File: config.mk
export PLATFORM = sky130hd
export DESIGN_NAME = multicycle_control_unit_flat
export DESIGN_NICKNAME = d
export VERILOG_FILES = /design/src/rtl/cu_pkg.sv /design/src/rtl/multicycle_control_unit_if.sv /design/src/rtl/cu_instr_decoder.sv /design/src/rtl/multicycle_control_unit.sv /design/src/flat_wrapper.sv
export SDC_FILE = /design/constraint.sdc
export NUM_CORES = 1
export LEC_CHECK = 0
export BUFFER_PORTS_ARGS = -buffer_cell sky130_fd_sc_hd__buf_2
export CAP_MARGIN = 25
export CORE_ASPECT_RATIO = 0.75
export CORE_MARGIN = 2
export CORE_UTILIZATION = 50
export CTS_CLUSTER_DIAMETER = 80
export DETAILED_ROUTE_END_ITERATION = 10
export PLACE_DENSITY = 0.74
export SLEW_MARGIN = 20
export SYNTH_ARGS = -nofsm -noshare
export SYNTH_HDL_FRONTEND = slang
export SYNTH_HIERARCHICAL = 1
export SYNTH_SLANG_ARGS = --single-unit
export TNS_END_PERCENT = 1
File: constraint.sdc
create_clock -name clk -period 2.6 [get_ports clk]
set_clock_uncertainty 0.2 [all_clocks]
set_input_delay 0 -clock clk [delete_from_list [all_inputs] [get_ports clk]]
set_output_delay 0 -clock clk [all_outputs]
set_load 0.01 [all_outputs]
File: src/rtl/cu_pkg.sv
// Shared types for the multicycle control unit: FSM states, instruction classes,
// ALU operation codes and the opcode/func field encodings.
package cu_pkg;

  typedef enum logic [2:0] {
    S_FETCH, S_DECODE, S_EXEC, S_MEM, S_WB, S_HALT
  } state_t;

  typedef enum logic [3:0] {
    NOP, ADD, ADDU, SUB, AND, OR, SLL, JR, SYSCALL, ADDIU, LW, SW, BEQ, J, JAL
  } instr_class_t;

  typedef enum logic [3:0] {
    ALU_AND  = 4'h0,
    ALU_OR   = 4'h1,
    ALU_ADD  = 4'h2,
    ALU_ADDU = 4'h3,
    ALU_SUB  = 4'h6,
    ALU_SLL  = 4'h8
  } alu_op_t;

  localparam logic [5:0] OP_RTYPE = 6'h00;
  localparam logic [5:0] OP_ADDIU = 6'h09;
  localparam logic [5:0] OP_LW    = 6'h23;
  localparam logic [5:0] OP_SW    = 6'h2B;
  localparam logic [5:0] OP_BEQ   = 6'h04;
  localparam logic [5:0] OP_J     = 6'h02;
  localparam logic [5:0] OP_JAL   = 6'h03;

  localparam logic [5:0] FN_SYSCALL = 6'h0C;
  localparam logic [5:0] FN_ADD     = 6'h20;
  localparam logic [5:0] FN_ADDU    = 6'h21;
  localparam logic [5:0] FN_SUB     = 6'h22;
  localparam logic [5:0] FN_AND     = 6'h24;
  localparam logic [5:0] FN_OR      = 6'h25;
  localparam logic [5:0] FN_SLL     = 6'h00;
  localparam logic [5:0] FN_JR      = 6'h08;

  // Address arithmetic (LW/SW/ADDIU) and non-ALU classes default to ADD.
  function automatic alu_op_t alu_op_of(input instr_class_t c);
    case (c)
      ADDU:     return ALU_ADDU;
      SUB, BEQ: return ALU_SUB;
      AND:      return ALU_AND;
      OR:       return ALU_OR;
      SLL:      return ALU_SLL;
      default:  return ALU_ADD;
    endcase
  endfunction

  function automatic logic is_rtype_alu(input instr_class_t c);
    return c inside {ADD, ADDU, SUB, AND, OR, SLL};
  endfunction

endpackage

File: src/rtl/multicycle_control_unit_if.sv
// Instruction/memory/datapath signal bundle of the multicycle control unit.
// illegal_inst exists only when ILLEGAL_TRAP_EN is defined.
interface multicycle_control_unit_if
  import cu_pkg::*;
#(
  parameter int OPCODE_W = 6,
  parameter int FUNC_W   = 6,
  parameter int CNT_W    = 32
);
  logic [OPCODE_W-1:0] opcode;
  logic [FUNC_W-1:0]   func;
  logic                alu_zero;
  logic                mem_ready;
  logic                mem_req;
  logic                mem_write;
  logic                ir_write;
  logic                pc_write;
  logic                alu_src;
  logic                reg_dest;
  logic                link;
  logic                mem_or_reg;
  logic                branch;
  logic                jump;
  logic                jump_register;
  logic                reg_write_enable;
  logic                does_shift_amount_need;
  alu_op_t             alu_operation;
  logic                halted;
  logic                mem_fault;
  logic [CNT_W-1:0]    retired;
`ifdef ILLEGAL_TRAP_EN
  logic                illegal_inst;
`endif

  modport master (
    input  opcode, func, alu_zero, mem_ready,
    output mem_req, mem_write, ir_write, pc_write, alu_src, reg_dest, link,
           mem_or_reg, branch, jump, jump_register, reg_write_enable,
           does_shift_amount_need, alu_operation, halted, mem_fault, retired
`ifdef ILLEGAL_TRAP_EN
    , output illegal_inst
`endif
  );

  modport slave (
    output opcode, func, alu_zero, mem_ready,
    input  mem_req, mem_write, ir_write, pc_write, alu_src, reg_dest, link,
           mem_or_reg, branch, jump, jump_register, reg_write_enable,
           does_shift_amount_need, alu_operation, halted, mem_fault, retired
`ifdef ILLEGAL_TRAP_EN
    , input illegal_inst
`endif
  );
endinterface

File: src/rtl/cu_instr_decoder.sv
// Combinational opcode/func classifier; flags encodings outside the supported set.
module cu_instr_decoder
  import cu_pkg::*;
#(
  parameter int OPCODE_W = 6,
  parameter int FUNC_W   = 6
) (
  input  logic [OPCODE_W-1:0] opcode,
  input  logic [FUNC_W-1:0]   func,
  output instr_class_t        instr_class,
  output alu_op_t             alu_op,
  output logic                illegal
);

  always_comb begin
    instr_class = NOP;
    illegal     = 1'b0;
    if (opcode == OPCODE_W'(OP_RTYPE)) begin
      case (func)
        FUNC_W'(FN_ADD):     instr_class = ADD;
        FUNC_W'(FN_ADDU):    instr_class = ADDU;
        FUNC_W'(FN_SUB):     instr_class = SUB;
        FUNC_W'(FN_AND):     instr_class = AND;
        FUNC_W'(FN_OR):      instr_class = OR;
        FUNC_W'(FN_SLL):     instr_class = SLL;
        FUNC_W'(FN_JR):      instr_class = JR;
        FUNC_W'(FN_SYSCALL): instr_class = SYSCALL;
        default:             illegal     = 1'b1;
      endcase
    end else if (opcode == OPCODE_W'(OP_ADDIU)) instr_class = ADDIU;
    else if (opcode == OPCODE_W'(OP_LW))        instr_class = LW;
    else if (opcode == OPCODE_W'(OP_SW))        instr_class = SW;
    else if (opcode == OPCODE_W'(OP_BEQ))       instr_class = BEQ;
    else if (opcode == OPCODE_W'(OP_J))         instr_class = J;
    else if (opcode == OPCODE_W'(OP_JAL))       instr_class = JAL;
    else                                        illegal     = 1'b1;
    alu_op = alu_op_of(instr_class);
  end

endmodule

File: src/rtl/multicycle_control_unit.sv
// Multicycle MIPS control FSM with memory handshake, wait timeout and retired counter.
// Build option ILLEGAL_TRAP_EN: unknown instructions halt and set illegal_inst.
//
// state    | meaning
// S_FETCH  | instruction read outstanding, mem_req high
// S_DECODE | classify IR, latch class; J/JAL complete here
// S_EXEC   | ALU step; BEQ/JR complete here
// S_MEM    | data read/write outstanding, mem_req high
// S_WB     | register file write-back
// S_HALT   | SYSCALL, memory timeout or trapped instruction; left only by reset
module multicycle_control_unit
  import cu_pkg::*;
#(
  parameter int OPCODE_W    = 6,
  parameter int FUNC_W      = 6,
  parameter int MEM_TIMEOUT = 15,
  parameter int CNT_W       = 32
) (
  input logic                       clk,
  input logic                       reset,
  multicycle_control_unit_if.master bus
);

  localparam int WAIT_W = (MEM_TIMEOUT > 1) ? $clog2(MEM_TIMEOUT + 1) : 1;

  state_t           state;
  instr_class_t     class_q;
  alu_op_t          alu_op_q;
  instr_class_t     dec_class;
  alu_op_t          dec_alu_op;
  logic             dec_illegal;
  instr_class_t     cur_class;
  logic [WAIT_W-1:0] wait_cnt;
  logic [CNT_W-1:0] retired_q;
  logic             halted_q;
  logic             fault_q;
  logic             fetch_done;
  logic             timeout_hit;
`ifdef ILLEGAL_TRAP_EN
  logic             illegal_q;
`endif

  logic mem_req_c, mem_write_c, ir_write_c, pc_write_c, alu_src_c, reg_dest_c;
  logic link_c, mem_or_reg_c, branch_c, jump_c, jump_register_c, rwe_c, shamt_c;

  cu_instr_decoder #(.OPCODE_W(OPCODE_W), .FUNC_W(FUNC_W)) u_dec (
    .opcode      (bus.opcode),
    .func        (bus.func),
    .instr_class (dec_class),
    .alu_op      (dec_alu_op),
    .illegal     (dec_illegal)
  );

  assign timeout_hit = (MEM_TIMEOUT != 0) && (wait_cnt == WAIT_W'(MEM_TIMEOUT - 1));

  always_ff @(posedge clk or posedge reset) begin
    if (reset) begin
      state      <= S_FETCH;
      class_q    <= NOP;
      alu_op_q   <= ALU_ADD;
      wait_cnt   <= '0;
      retired_q  <= '0;
      halted_q   <= 1'b0;
      fault_q    <= 1'b0;
      fetch_done <= 1'b0;
`ifdef ILLEGAL_TRAP_EN
      illegal_q  <= 1'b0;
`endif
    end else begin
      fetch_done <= 1'b0;
      case (state)
        S_FETCH, S_MEM: begin
          // A completing mem_ready wins over a timeout reached in the same cycle.
          if (bus.mem_ready) begin
            wait_cnt <= '0;
            if (state == S_FETCH) begin
              state      <= S_DECODE;
              fetch_done <= 1'b1;
            end else if (class_q == LW) begin
              state <= S_WB;
            end else begin
              state     <= S_FETCH;
              retired_q <= retired_q + 1'b1;
            end
          end else if (timeout_hit) begin
            wait_cnt <= '0;
            state    <= S_HALT;
            halted_q <= 1'b1;
            fault_q  <= 1'b1;
          end else begin
            wait_cnt <= wait_cnt + 1'b1;
          end
        end
        S_DECODE: begin
          class_q  <= dec_class;
          alu_op_q <= dec_alu_op;
          if (dec_class == SYSCALL) begin
            state    <= S_HALT;
            halted_q <= 1'b1;
          end
`ifdef ILLEGAL_TRAP_EN
          else if (dec_illegal) begin
            state     <= S_HALT;
            halted_q  <= 1'b1;
            illegal_q <= 1'b1;
          end
`endif
          else if (dec_illegal || dec_class inside {NOP, J, JAL}) begin
            state     <= S_FETCH;
            retired_q <= retired_q + 1'b1;
          end else begin
            state <= S_EXEC;
          end
        end
        S_EXEC: begin
          if (class_q inside {BEQ, JR}) begin
            state     <= S_FETCH;
            retired_q <= retired_q + 1'b1;
          end else if (class_q inside {LW, SW}) begin
            state <= S_MEM;
          end else begin
            state <= S_WB;
          end
        end
        S_WB: begin
          state     <= S_FETCH;
          retired_q <= retired_q + 1'b1;
        end
        default: state <= S_HALT;
      endcase
    end
  end

  // In DECODE the class register is not loaded yet, so J/JAL use the live decode.
  assign cur_class = (state == S_DECODE) ? dec_class : class_q;

  always_comb begin
    mem_req_c       = 1'b0;
    mem_write_c     = 1'b0;
    ir_write_c      = 1'b0;
    pc_write_c      = 1'b0;
    alu_src_c       = 1'b0;
    reg_dest_c      = 1'b0;
    link_c          = 1'b0;
    mem_or_reg_c    = 1'b0;
    branch_c        = 1'b0;
    jump_c          = 1'b0;
    jump_register_c = 1'b0;
    rwe_c           = 1'b0;
    shamt_c         = 1'b0;
    case (state)
      S_FETCH: mem_req_c = 1'b1;
      S_DECODE: begin
        if (cur_class inside {J, JAL}) begin
          jump_c     = 1'b1;
          pc_write_c = 1'b1;
        end
        if (cur_class == JAL) begin
          link_c = 1'b1;
          rwe_c  = 1'b1;
        end
      end
      S_EXEC: begin
        if (cur_class == BEQ) begin
          branch_c   = 1'b1;
          pc_write_c = bus.alu_zero;
        end
        if (cur_class == JR) begin
          jump_register_c = 1'b1;
          pc_write_c      = 1'b1;
        end
      end
      S_MEM: begin
        mem_req_c   = 1'b1;
        mem_write_c = (cur_class == SW);
      end
      S_WB: begin
        rwe_c        = 1'b1;
        mem_or_reg_c = (cur_class == LW);
      end
      default: ;
    endcase
    if (state inside {S_EXEC, S_MEM, S_WB}) begin
      alu_src_c  = cur_class inside {ADDIU, LW, SW};
      reg_dest_c = is_rtype_alu(cur_class);
      shamt_c    = (cur_class == SLL);
    end
    // IR/PC+4 load is a registered pulse one cycle after the fetch completes.
    if (fetch_done) begin
      ir_write_c = 1'b1;
      pc_write_c = 1'b1;
    end
    if (reset) mem_req_c = 1'b0;
  end

  assign bus.mem_req                = mem_req_c;
  assign bus.mem_write              = mem_write_c;
  assign bus.ir_write               = ir_write_c;
  assign bus.pc_write               = pc_write_c;
  assign bus.alu_src                = alu_src_c;
  assign bus.reg_dest               = reg_dest_c;
  assign bus.link                   = link_c;
  assign bus.mem_or_reg             = mem_or_reg_c;
  assign bus.branch                 = branch_c;
  assign bus.jump                   = jump_c;
  assign bus.jump_register          = jump_register_c;
  assign bus.reg_write_enable       = rwe_c;
  assign bus.does_shift_amount_need = shamt_c;
  assign bus.alu_operation          = alu_op_q;
  assign bus.halted                 = halted_q;
  assign bus.mem_fault              = fault_q;
  assign bus.retired                = retired_q;
`ifdef ILLEGAL_TRAP_EN
  assign bus.illegal_inst           = illegal_q;
`endif

endmodule

File: src/flat_wrapper.sv
// flat-port wrapper written by rule: the top's interface ports become plain ports
module multicycle_control_unit_flat import cu_pkg::*;
#(
  parameter int OPCODE_W    = 6,
  parameter int FUNC_W      = 6,
  parameter int MEM_TIMEOUT = 15,
  parameter int CNT_W       = 32
)
  (clk, reset, bus_opcode, bus_func, bus_alu_zero, bus_mem_ready, bus_mem_req, bus_mem_write, bus_ir_write, bus_pc_write, bus_alu_src, bus_reg_dest, bus_link, bus_mem_or_reg, bus_branch, bus_jump, bus_jump_register, bus_reg_write_enable, bus_does_shift_amount_need, bus_alu_operation, bus_halted, bus_mem_fault, bus_retired);
  multicycle_control_unit_if #(.OPCODE_W(OPCODE_W), .FUNC_W(FUNC_W), .CNT_W(CNT_W)) bus_i ();
  input logic clk;
  input logic reset;
  input wire logic [$bits(bus_i.opcode)-1:0] bus_opcode;
  input wire logic [$bits(bus_i.func)-1:0] bus_func;
  input wire logic [$bits(bus_i.alu_zero)-1:0] bus_alu_zero;
  input wire logic [$bits(bus_i.mem_ready)-1:0] bus_mem_ready;
  output wire logic [$bits(bus_i.mem_req)-1:0] bus_mem_req;
  output wire logic [$bits(bus_i.mem_write)-1:0] bus_mem_write;
  output wire logic [$bits(bus_i.ir_write)-1:0] bus_ir_write;
  output wire logic [$bits(bus_i.pc_write)-1:0] bus_pc_write;
  output wire logic [$bits(bus_i.alu_src)-1:0] bus_alu_src;
  output wire logic [$bits(bus_i.reg_dest)-1:0] bus_reg_dest;
  output wire logic [$bits(bus_i.link)-1:0] bus_link;
  output wire logic [$bits(bus_i.mem_or_reg)-1:0] bus_mem_or_reg;
  output wire logic [$bits(bus_i.branch)-1:0] bus_branch;
  output wire logic [$bits(bus_i.jump)-1:0] bus_jump;
  output wire logic [$bits(bus_i.jump_register)-1:0] bus_jump_register;
  output wire logic [$bits(bus_i.reg_write_enable)-1:0] bus_reg_write_enable;
  output wire logic [$bits(bus_i.does_shift_amount_need)-1:0] bus_does_shift_amount_need;
  output wire logic [$bits(bus_i.alu_operation)-1:0] bus_alu_operation;
  output wire logic [$bits(bus_i.halted)-1:0] bus_halted;
  output wire logic [$bits(bus_i.mem_fault)-1:0] bus_mem_fault;
  output wire logic [$bits(bus_i.retired)-1:0] bus_retired;
  assign bus_i.opcode = bus_opcode;
  assign bus_i.func = bus_func;
  assign bus_i.alu_zero = bus_alu_zero;
  assign bus_i.mem_ready = bus_mem_ready;
  assign bus_mem_req = bus_i.mem_req;
  assign bus_mem_write = bus_i.mem_write;
  assign bus_ir_write = bus_i.ir_write;
  assign bus_pc_write = bus_i.pc_write;
  assign bus_alu_src = bus_i.alu_src;
  assign bus_reg_dest = bus_i.reg_dest;
  assign bus_link = bus_i.link;
  assign bus_mem_or_reg = bus_i.mem_or_reg;
  assign bus_branch = bus_i.branch;
  assign bus_jump = bus_i.jump;
  assign bus_jump_register = bus_i.jump_register;
  assign bus_reg_write_enable = bus_i.reg_write_enable;
  assign bus_does_shift_amount_need = bus_i.does_shift_amount_need;
  assign bus_alu_operation = bus_i.alu_operation;
  assign bus_halted = bus_i.halted;
  assign bus_mem_fault = bus_i.mem_fault;
  assign bus_retired = bus_i.retired;
  multicycle_control_unit #(.OPCODE_W(OPCODE_W), .FUNC_W(FUNC_W), .MEM_TIMEOUT(MEM_TIMEOUT), .CNT_W(CNT_W)) u_core (.clk(clk), .reset(reset), .bus(bus_i));
endmodule
## Word level (Yosys, flattened, before mapping)

Cells that the tools add are included.

| cells by class | value |
|---|---|
| muxes and demuxes | 64 |
| equal/unequal tests | 54 |
| add/subtract/negate cells | 2 |
| bitwise logic cells | 1 |
| reductions and logical operators | 20 |

Operator list:

| operator | count |
|---|---|
| 32-bit 2-to-1 mux | 6 |
| 32-bit one-hot mux with 4 select lines | 1 |
| 4-bit equality test (second input constant) | 14 |
| 6-bit equality test (second input constant) | 7 |
| 4-bit 2-to-1 mux | 10 |
| 1-bit 2-to-1 mux | 33 |
| 32-bit by 1-bit adder with 32-bit output (second input constant) | 1 |
| 4-bit by 3-bit equality test with 1-bit output (second input constant) | 8 |
| 4-bit one-hot mux with 8 select lines | 1 |
| 3-bit 2-to-1 mux | 7 |
| 4-bit one-hot mux with 5 select lines | 1 |
| 6-bit by 4-bit equality test with 1-bit output (second input constant) | 3 |
| 4-bit by 2-bit equality test with 1-bit output (second input constant) | 4 |
| 6-bit by 2-bit equality test with 1-bit output (second input constant) | 2 |
| 6-bit zero test | 2 |
| 3-bit one-hot mux with 4 select lines | 1 |
| 2-bit by 1-bit != test with 1-bit output (second input constant) | 5 |
| 3-bit nonzero test | 3 |
| 2-bit != test (second input constant) | 4 |
| 2-bit nonzero test | 4 |
| 8-bit OR reduction | 1 |
| 7-bit AND reduction | 1 |
| 3-bit by 2-bit equality test with 1-bit output (second input constant) | 2 |
| 6-bit by 3-bit equality test with 1-bit output (second input constant) | 1 |
| other kinds (16) | 19 |

| storage, ports and cells | value |
|---|---|
| logic and storage cells | 149 |
| input port bits | 16 |
| register bits after elaboration | 50 |
| output and inout bits | 51 |

## Depth between registers and ports, before layout

| logic depth | value |
|---|---|
| depth after elaboration | 14 |
| mapped depth | 12 |
| gate-level depth less buffers | 10 |

## Hierarchy

Netlist, hierarchy kept.

By module, submodules not included:

| module | area each (µm²) | times used | cells each | sequential area each (µm²) |
|---|---|---|---|---|
| multicycle_control_unit | 2796.4 | 1 | 277 | 1252.5 |
| cu_instr_decoder | 361.6 | 1 | 54 | 0.0 |

## Worst setup path before layout

Ideal clock, no wire load.

| timing path | value |
|---|---|
| path type | input to register |
| start | input bus_opcode[3] |
| end | register u_core.retired_q[7] (netlist: u_core/bus.retired[7]) |
| required time | 2.321 ns |
| arrival | 2.816 ns |
| slack | -0.496 ns |
| library setup time | 0.079 ns |
| cell stages on the path | 12 |
| buffers on the path | 2 |
| cell sequence | or3_4 or4_4 nor3_4 a32oi_2 inv_1 clkbuf_1 inv_1 or3_1 a311o_1 buf_4 nor4_2 xor2_1 |

| between the ends | value |
|---|---|
| cells in the longest elaborated chain, start to end | 13 |
| elaborated cells on any way between the ends | 30 |
| classes of those cells | eq/ne (11); mux (14); reduce/logical (5) |

Ends and longest elaborated chain:

| what | RTL line | RTL |
|---|---|---|
| start: declaration | flat_wrapper.sv:13 | `input wire logic [$bits(bus_i.opcode)-1:0] bus_opcode;` |
| 6-bit by 2-bit equality test with 1-bit output | cu_instr_decoder.sv:35 | `else if (opcode == OPCODE_W'(OP_JAL)) instr_class = JAL;` |
| 4-bit 2-to-1 mux | cu_instr_decoder.sv:35 |  |
| 4-bit 2-to-1 mux | cu_instr_decoder.sv:34 | `else if (opcode == OPCODE_W'(OP_J)) instr_class = J;` |
| 4-bit 2-to-1 mux | cu_instr_decoder.sv:33 | `else if (opcode == OPCODE_W'(OP_BEQ)) instr_class = BEQ;` |
| 4-bit 2-to-1 mux | cu_instr_decoder.sv:32 | `else if (opcode == OPCODE_W'(OP_SW)) instr_class = SW;` |
| 4-bit 2-to-1 mux | cu_instr_decoder.sv:31 | `else if (opcode == OPCODE_W'(OP_LW)) instr_class = LW;` |
| 4-bit 2-to-1 mux | cu_instr_decoder.sv:30 | `end else if (opcode == OPCODE_W'(OP_ADDIU)) instr_class = ADDIU;` |
| 4-bit 2-to-1 mux * | cu_instr_decoder.sv:18 | `if (opcode == OPCODE_W'(OP_RTYPE)) begin` |
| net u_core.dec_class[1] | multicycle_control_unit.sv:29 | `instr_class_t dec_class;` |
| 4-bit equality test / 4-bit zero test (equally long branches) | multicycle_control_unit.sv:108 | `else if (dec_illegal \|\| dec_class inside {NOP, J, JAL}) begin` |
| 3-bit nonzero test | multicycle_control_unit.sv:108 |  |
| 1-bit logical OR | multicycle_control_unit.sv:108 |  |
| 2-bit by 1-bit != test with 1-bit output (no source line) | -- |  |
| 7-bit AND reduction (no source line) * | -- |  |
| end signal: assignment | multicycle_control_unit.sv:110 | `retired_q <= retired_q + 1'b1;` |
| end signal: assignment | multicycle_control_unit.sv:118 | `retired_q <= retired_q + 1'b1;` |
| end signal: assignment | multicycle_control_unit.sv:127 | `retired_q <= retired_q + 1'b1;` |
| end: declaration | multicycle_control_unit.sv:34 | `logic [CNT_W-1:0] retired_q;` |

The timed path passes the listed nets; every way through them passes the cells marked *.
A chain may end at the register's enable or synchronous reset.

## Worst setup path in the final report

| timing path | value |
|---|---|
| start | input bus_opcode[1] |
| end | register u_core.retired_q[18] (netlist: u_core/bus.retired[18]) |

Same word-level chain as after synthesis.

==> results.md <==
* Initial DRC Count at 156
* Cell area after synthesis at 3160 um2
* CTS tree: done
* Grt ovf at 0
* Routed wire length at 7.70 mm
* DR vias/cell at 5.61
* Hold Violations, Final at 7
* N_diodes at 0
* RSZ-0062 raised after global routing: true
* Crit path time final at 2.76 ns
* Post-synth top area cell: dfrtp_1
* HP Class: primary input to asynchronous set/reset pin
* Place WS at -0.539 ns
* # H-tree levels at 2
* Hold slack at -0.00407 ns
* Final GP Congestion at 0.870
* Met1 GRT Util at 0.323
* Finished Core Util at 0.664
* Largest net degree at the start of global routing at 37
* Share of the synthesized area in the top cell type at 0.388
* VDD IR max at 0.421 mV
* Post-DP HPWL at 5.77 mm
* Cells along the critical path: buf_6 > or3_4 > or4_4 > nor3_4 > a32oi_2 > inv_1 > nor4b_1 > o221a_2 > a311o_1 > buf_12 > nor4_2 > xor2_1
* Die area at 6970 um2
* Post-synth ARST share at 1.00
* Netlist cell types at 67
* Top post-synthesis cells by area: dfrtp_1, xor2_1, nor4_2
* CP Launch Type: primary input
* Tcrit/Tclk final at 1.06
* WP data required at 2.63 ns
* Worst setup path class: primary input to flip-flop
* CP Capture Type: flip-flop
* Drt first pass iters at 4
* Worst slew pin tran at 0.773 ns
* Vias at 2914
* Busiest layer in global routing: met2
* Clock tree sinks at 50
* Routed Antenna Nets at 0
* Main synth FF type: dfrtp_1
* CP Max Fanout at 30
* Post-route setup slack at -0.155 ns
* Share of post-route cells with drive strength above 1 at 0.365
* Global-route wire length before repair at 12.7 mm
* Die height at 72.8 um
* Failing checks: hold timing, setup timing
* DRC Markers at 0
* Cells after synthesis at 331
* IO Pins at 67
* M2 GR Usage at 0.364
* GRT Overall Usage at 0.227
* Slowest cell on crit path: or4_4
* FILL cells at 501
* Finish-stage setup viols at 32
* Port bufs at 66
* Fmax at 363 MHz
* Clock Latency Late Sink at 0.30 ns
* Mean area per synthesized cell at 9.54 um2
* Bufs on Longest Clock Path at 2
* Die width at 95.8 um
* EDFF count, synth at 0
* Max-cap violations at 0
* CTS clk-pin slew, worst paths at 0.10 ns
* Cell row count at 25
* Pleak at 1.73 nW
* Initial core utilization at 0.510
* Core area at 6190 um2
* Inserted Clock Buffers at 5
* Critical Path Max Stage Delay at 0.46 ns
* PD cells at 754 nW/um2
* Top-count cell post-synth: dfrtp_1
* WP buf/inv at 3
* Top post-synthesis cells by count: dfrtp_1, nand2_1, xor2_1
* Initial antenna violation count at 0
* Nets@finish at 456
* Sequential fraction of the synthesis area at 0.397
* Area growth syn-to-layout at 30.2%
* Total chip power at 3.10 mW
* Fin. max-slew vios at 0
* Vias in the first global route at 2765
* CP delay by family, top: simple AND/OR/NAND/NOR gates
* Register bit total from synthesis at 50
* Routed length per instance at 14.8 um
* Clk root buf: clkbuf_8
* Status: finished, violations left
* Slew headroom at 0.481
* Crit path DAT at 2.78 ns
* Syn nets at 350
* Met3 usage at 0.0424
* Synth Warn # at 6
flip-flops by register name, indices dropped and copies added, names as in the netlist:
name / flops
u_core/bus.retired: 32
u_core/bus.alu_operation: 4
u_core/class_q: 4
u_core/wait_cnt: 4
u_core/state: 3
u_core/bus.halted: 1
u_core/bus.mem_fault: 1
u_core/fetch_done: 1
routing by layer:
layer	wire length (um)	vias to the layer above
met5	0	-
li1	-	1409
met3	382	6
met4	36	0
met1	3690	1422
met2	3590	77
cell usage in the layout, fill, tap and decap left out, drive strengths merged, types with 4 or more instances in the layout:
cell    netlist  final
nor4         21     21
or3           5      5
nand2b        6      6
o21ai        13     13
or4           4      4
nor2b         6      6
nand3        19     19
dfrtp        49     49
xor2         30     30
clkbuf       10      6
inv          15     15
a21oi         4      4
a31oi         4      4
buf           4    110
nand2        38     38
nor2         16     16
a22o          4      4
nor4b         7      7
nor3b         5      5
xnor2         5      5
nor3         18     18
metrics by stage:
stage / cell area [um2] / instances / hold WS [ns] / setup TNS (ns)
6_report: 4110 / 519 / -0.00407 / -3.73
5_1_grt: 4110 / 519 / 0.0225 / -7.37
4_1_cts: 4070 / 517 / 0.00149 / -3.18
3_5_place_dp: 3870 / 506 / -0.214 / -15.46
3_3_place_gp: 3870 / 506 / -0.219 / -13.02
2_1_floorplan: 3180 / 331 / -0.152 / -8.79
path summary, 6_finish.rpt:
path | startpoint | to | slack (ns) | cells after the start
hold reg to reg | u_core/bus.alu_operation[1]$_DFFE_PP1P_ | u_core/bus.alu_operation[1]$_DFFE_PP1P_ | 0.27 | 2
min in group clk | bus_alu_zero | bus_pc_write | 0.10 | 3
setup / recovery | bus_opcode[1] | u_core/bus.retired[18]$_DFFE_PP0P_ | -0.16 | 12
max in group asynchronous | reset | u_core/bus.alu_operation[1]$_DFFE_PP1P_ | 1.43 | 4
setup reg to reg | u_core/state[2]$_DFFE_PP0P_ | u_core/bus.retired[18]$_DFFE_PP0P_ | 0.15 | 6
hold / removal | reset | u_core/state[0]$_DFFE_PP0P_ | -0.004 | 3
cells by family after synthesis:
logic type	count (synthesis)	share of synthesized area
and+or+nand+nor	171	0.353
AOI/OAI and AO/OA	41	0.0955
buffers and inverters	29	0.0388
adders and majority gates	3	0.0119
muxes	2	0.00713
xor gates and xnor gates	35	0.0971
DFF	50	0.397
worst min-delay path, delay by kind of cell:
kind | cells | cell delay, ns
buffers and inverters | 3 | 0.91
timing repair:
action	4_1_cts	5_1_grt
buffers inserted	0	2
pin swaps	6	1
hold buffers	3	0
endpoints found under the setup margin	33	33
hold endpoints to repair	55	0
resized for setup	13	3
where the power goes:
part	switching (mW)	internal, mW
Combinational	0.839	0.594
Clock	0.264	0.191
Sequential	0.233	0.979
cell type report:
type / instances / area (um2) / share of cell area
clock buffers: 6 / 72.6 / 0.0176
clock inverters: 2 / 13.8 / 0.00335
inverters: 15 / 56.3 / 0.0137
multi-input cells: 252 / 1900 / 0.462
flip-flops and latches: 50 / 1250 / 0.305
well taps: 81 / 101 / 0.0246
repair buffers: 113 / 716 / 0.174
Power figures use the tool's default switching activity.
